### src/rtl/instruction_fetch.sv
// Fetch stage: owns the PC, drives the instruction memory address and loads
// the IF/ID register toward decode, with redirect handling and halt-on-marker.
module instruction_fetch #(
    parameter logic [31:0] RESET_PC  = 32'h0000_0000,
    parameter logic [31:0] HALT_WORD = 32'hDEAD_BEEF,
    parameter logic [31:0] NOP_WORD  = 32'h0000_0013
) (
    input  logic        clk,
    input  logic        rst,
    output logic [31:0] imem_addr,
    input  logic [31:0] imem_inst,
    input  logic        redirect_valid,
    input  logic [31:0] redirect_target,
    input  logic        id_ready,
    output logic        id_valid,
    output logic [31:0] id_pc,
    output logic [31:0] id_inst,
    output logic        halted,
    output logic        misalign_fault,
    output logic [31:0] fetch_count
);

    localparam logic [0:0] RUN  = 1'b0;
    localparam logic [0:0] HALT = 1'b1;

    logic [0:0]  state;
    logic [31:0] pc_p0;
    logic        vld_p1;
    logic [31:0] pc_p1;
    logic [31:0] inst_p1;
    logic        misalign_p1;
    logic [31:0] count_p1;
    logic        advance;

    assign advance = !vld_p1 || id_ready;

    // Stage p0: PC register and same-cycle memory address
    assign imem_addr = pc_p0;

    // Stage p1: IF/ID register toward decode
    always_ff @(posedge clk) begin
        if (rst) begin
            state       <= RUN;
            pc_p0       <= {RESET_PC[31:2], 2'b00};
            vld_p1      <= 1'b0;
            pc_p1       <= 32'h0000_0000;
            inst_p1     <= NOP_WORD;
            misalign_p1 <= 1'b0;
            count_p1    <= 32'h0000_0000;
        end else begin
            misalign_p1 <= 1'b0;
            if (redirect_valid) begin
                // The word at the old pc is dropped; it was never counted.
                pc_p0       <= {redirect_target[31:2], 2'b00};
                vld_p1      <= 1'b0;
                inst_p1     <= NOP_WORD;
                state       <= RUN;
                misalign_p1 <= (redirect_target[1:0] != 2'b00);
            end else if (state == RUN) begin
                if (advance) begin
                    vld_p1   <= 1'b1;
                    pc_p1    <= pc_p0;
                    inst_p1  <= imem_inst;
                    count_p1 <= count_p1 + 32'd1;
                    if (imem_inst == HALT_WORD) begin
                        state <= HALT;
                    end else begin
                        pc_p0 <= pc_p0 + 32'd4;
                    end
                end
            end else begin
                // Halted: drain the halt word to decode, then present a bubble.
                if (vld_p1 && id_ready) begin
                    vld_p1  <= 1'b0;
                    inst_p1 <= NOP_WORD;
                end
            end
        end
    end

    assign id_valid       = vld_p1;
    assign id_pc          = pc_p1;
    assign id_inst        = inst_p1;
    assign halted         = (state == HALT);
    assign misalign_fault = misalign_p1;
    assign fetch_count    = count_p1;

endmodule

### config.mk
export PLATFORM = sky130hd
export DESIGN_NAME = instruction_fetch
export DESIGN_NICKNAME = d
export VERILOG_FILES = /design/src/rtl/instruction_fetch.sv
export SDC_FILE = /design/constraint.sdc
export NUM_CORES = 1
export LEC_CHECK = 0
export ABC_AREA = 1
export ABC_CLOCK_PERIOD_IN_PS = 2100
export CELL_PAD_IN_SITES_DETAIL_PLACEMENT = 1
export CELL_PAD_IN_SITES_GLOBAL_PLACEMENT = 1
export CORE_MARGIN = 10
export CORE_UTILIZATION = 32
export DETAILED_ROUTE_END_ITERATION = 10
export MAX_ROUTING_LAYER = met4
export PLACE_DENSITY = 0.84
export SETUP_SLACK_MARGIN = 0.02
export SKIP_CTS_REPAIR_TIMING = 1
export SLEW_MARGIN = 20
export SYNTH_ARGS = -nofsm -noshare
export SYNTH_HDL_FRONTEND = slang
export SYNTH_SLANG_ARGS = --single-unit
### constraint.sdc
create_clock -name clk -period 2.1 [get_ports clk]
set_input_delay 0.42 -clock clk [delete_from_list [all_inputs] [get_ports clk]]
set_output_delay 0.42 -clock clk [all_outputs]
set_load 0.02 [all_outputs]
==> impl_metrics.tcl <==
set metrics [dict create \
    status "finished clean" \
    end_kind "output port" \
    p_per_area_nw_per_um2 688 \
    report.final.slew_viol_count 0 \
    reg2reg_from "imem_addr[2]" \
    p_leak_nw 3.68 \
    fmax_mhz 479 \
    r2r-end "imem_addr[30]" \
    ctsLongestPathBuffers 2 \
    postSynthAreaPerCell_sq_um 6.64 \
    first_iter_violations 341 \
    nNetsFinal 1230 \
    p_int_mw 4.58 \
    netlist_instances 956 \
    final_util_pct 47.7 \
    final_cell_mix "nand2_1, clkdlybuf4s50_1, nor2_1, dfxtp_1, nand3_1" \
    io_buffers 194 \
    area_delta_synth_final_pct 46.4 \
    min_period_over_period_pct 99.3 \
    hold_viol_final 0 \
    combPwrFrac_pct 15.5 \
    synth_largest_area_cell "dfxtp_1" \
    dp_hpwl_um 19200 \
    skew_ns 0.00745 \
    routed_via_density 4.95 \
    cts_buffers 17 \
    crit_fanout 6 \
    fp-row-count 51 \
    rsz0062_at_grt "false" \
    layout_commonest_cell "nand2_1" \
    die_area_sq_um 25900 \
    cp.buffers_inverters 1 \
    synth_ff_type "dfxtp_1" \
    cts-root-buf "clkbuf_16" \
    yosysWarnings 0 \
    crit_end "imem_addr[12]" \
    finalPower_mw 6.39 \
    power_frac_clock_pct 43.3 \
    hp-class "flop to flop" \
    critPathTopFamily "buffers and inverters" \
    cap_violations 0 \
    vias 7116 \
    critPathLaunch "imem_addr[12]" \
    swShare_pct 28.4 \
    synth_area_sq_um 6350 \
    place.gp.congestion 0.897 \
    r2r_setup_slack_ns 0.28 \
    cts_sinks 127 \
    antenna_found_initial 1 \
    drcViolationCount 0 \
    ant_nets 0 \
    cts_max_level 4 \
    ios 199 \
    synthArstFlopShare_pct 0 \
    clk_latency_ns 0.42 \
    cp_data_arrival_time_ns 1.67 \
    crit_type "flop to output port" \
    drive_gt1_share_pct 9.04 \
    slowest_stage "clkdlybuf4s50_1" \
    seqPwrFrac_pct 41.2 \
    totalWireLength_um 25100 \
    drt-pass1-iter-count 4 \
    start_util_pct 32.6 \
    min_period_ns 2.09 \
    max_stage_delay_ns 0.70 \
    setup_viol_count_final 0 \
    first_global_vias 7464 \
    path_clk_slew_ns 0.06 \
    start_kind "flop" \
    synth_seq_cells 127 \
    grt_pass1_wl_um 39700 \
    setup_slack_ns 0.0140 \
    core-area_sq_um 19500 \
    routedWlPerCell_um 17.4 \
    synth_edf_count 0 \
    yosysSeqAreaShare_pct 40.1 \
    post_synth_num_cell_types 38 \
    p_switching_mw 1.82 \
    die_w_um 161 \
    path_cells "clkdlybuf4s50_1" \
    grt_max_degree 59 \
    path_depth 1 \
    place_ws_ns -0.168 \
    cp.required_ns 1.68 \
    grt_use_total_pct 19.4 \
    netlist_top_cells_area "dfxtp_1, nand2_1, nor2_1" \
    r2r_cells 10 \
    cts_tree "built" \
    setup-tns-final_ns 0 \
    vdd_ir_drop_max_mv 0.560 \
    yosys.area.top_type_share_pct 40.1 \
    grt_overflow 0 \
    fillers 2478 \
    die_y_um 161 \
]
[how the worst min path moves through the flow]
stage                              start             end  slack (ns)  cells past startpoint
after global routing         id_inst[19]     id_inst[19]        0.51                      2
final                         id_inst[7]      id_inst[7]        0.48                      2
after global placement          id_pc[3]        id_pc[3]        0.46                      2
after floorplan           fetch_count[2]  fetch_count[2]        0.55                      1
after detailed placement       id_pc[29]       id_pc[29]        0.47                      2
after CTS                    id_inst[19]     id_inst[19]        0.49                      2
[power by group through the flow]
stage / logic (mW) / clock network [mW] / registers, mW
finish: 0.990 / 2.77 / 2.63
global route: 1.08 / 2.93 / 2.65
CTS: 1.00 / 2.82 / 2.63
detailed placement: 0.993 / 0 / 2.68
global placement: 0.973 / 0 / 2.68
floorplan: 0.337 / 0 / 2.79
[registers in the layout, summed over array words and instances, names as in the netlist]
register        cells
fetch_count        32
halted              1
id_inst            32
id_pc              30
id_valid            1
imem_addr          30
misalign_fault      1
[layout make-up]
class,instances,area (sq um),share of cell area (%)
diodes,1,2.50,0.0269
clock buffers,20,467,5.02
clock inverters,12,85.1,0.916
inverters,79,297,3.19
multi-input cells,708,3310,35.6
flip-flops and latches,127,2540,27.4
well taps,265,332,3.57
repair buffers,227,2250,24.3
[routing by layer]
metal / vias up / track usage [%] / part of all wire [%]
li1: 3485 / - / -
met1: 3423 / 21.0 / 41
met2: 182 / 33.0 / 50
met3: 26 / 6.95 / 8.3
met4: 0 / 5.50 / 1.3
met5: - / - / 0
[cells by family (layout without fill, tap and decap cells)]
family                     after synthesis  in the layout  share of synthesized area, %
AOI/OAI and AO/OA                      151            151                          12.5
DFF                                    127            127                          40.1
buffers and inverters                  124            338                          7.98
and+or+nand+nor                        542            542                          37.7
adders and majority gates                2              2                         0.394
other                                    1              5                        0.0591
xor gates and xnor gates                 9              9                          1.24
[through the flow]
step | cell area, sq um | instances | hold slack, ns
6_report | 9290 | 1439 | 0.481
5_1_grt | 9290 | 1439 | 0.511
4_1_cts | 9280 | 1438 | 0.485
3_3_place_gp | 8730 | 1406 | 0.462
2_1_floorplan | 6360 | 959 | 0.547
3_5_place_dp | 8730 | 1406 | 0.474
[cells in the mapped netlist (3+ instances only)]
cell type,number
nand2_4,3
buf_2,9
xnor2_1,4
o21a_1,4
nor2_1,162
o21ai_0,54
o21ai_1,3
dfxtp_1,127
nand2_2,10
nand4_1,9
nor3_1,12
xor2_1,5
o22ai_1,3
nor2_2,7
buf_4,4
nor2_4,8
inv_2,4
a21oi_1,77
o21bai_1,4
nand2_1,221
clkbuf_1,28
inv_1,75
nand3_1,97
nor3_2,5
No activity file was read; power rests on OpenSTA's default activity.
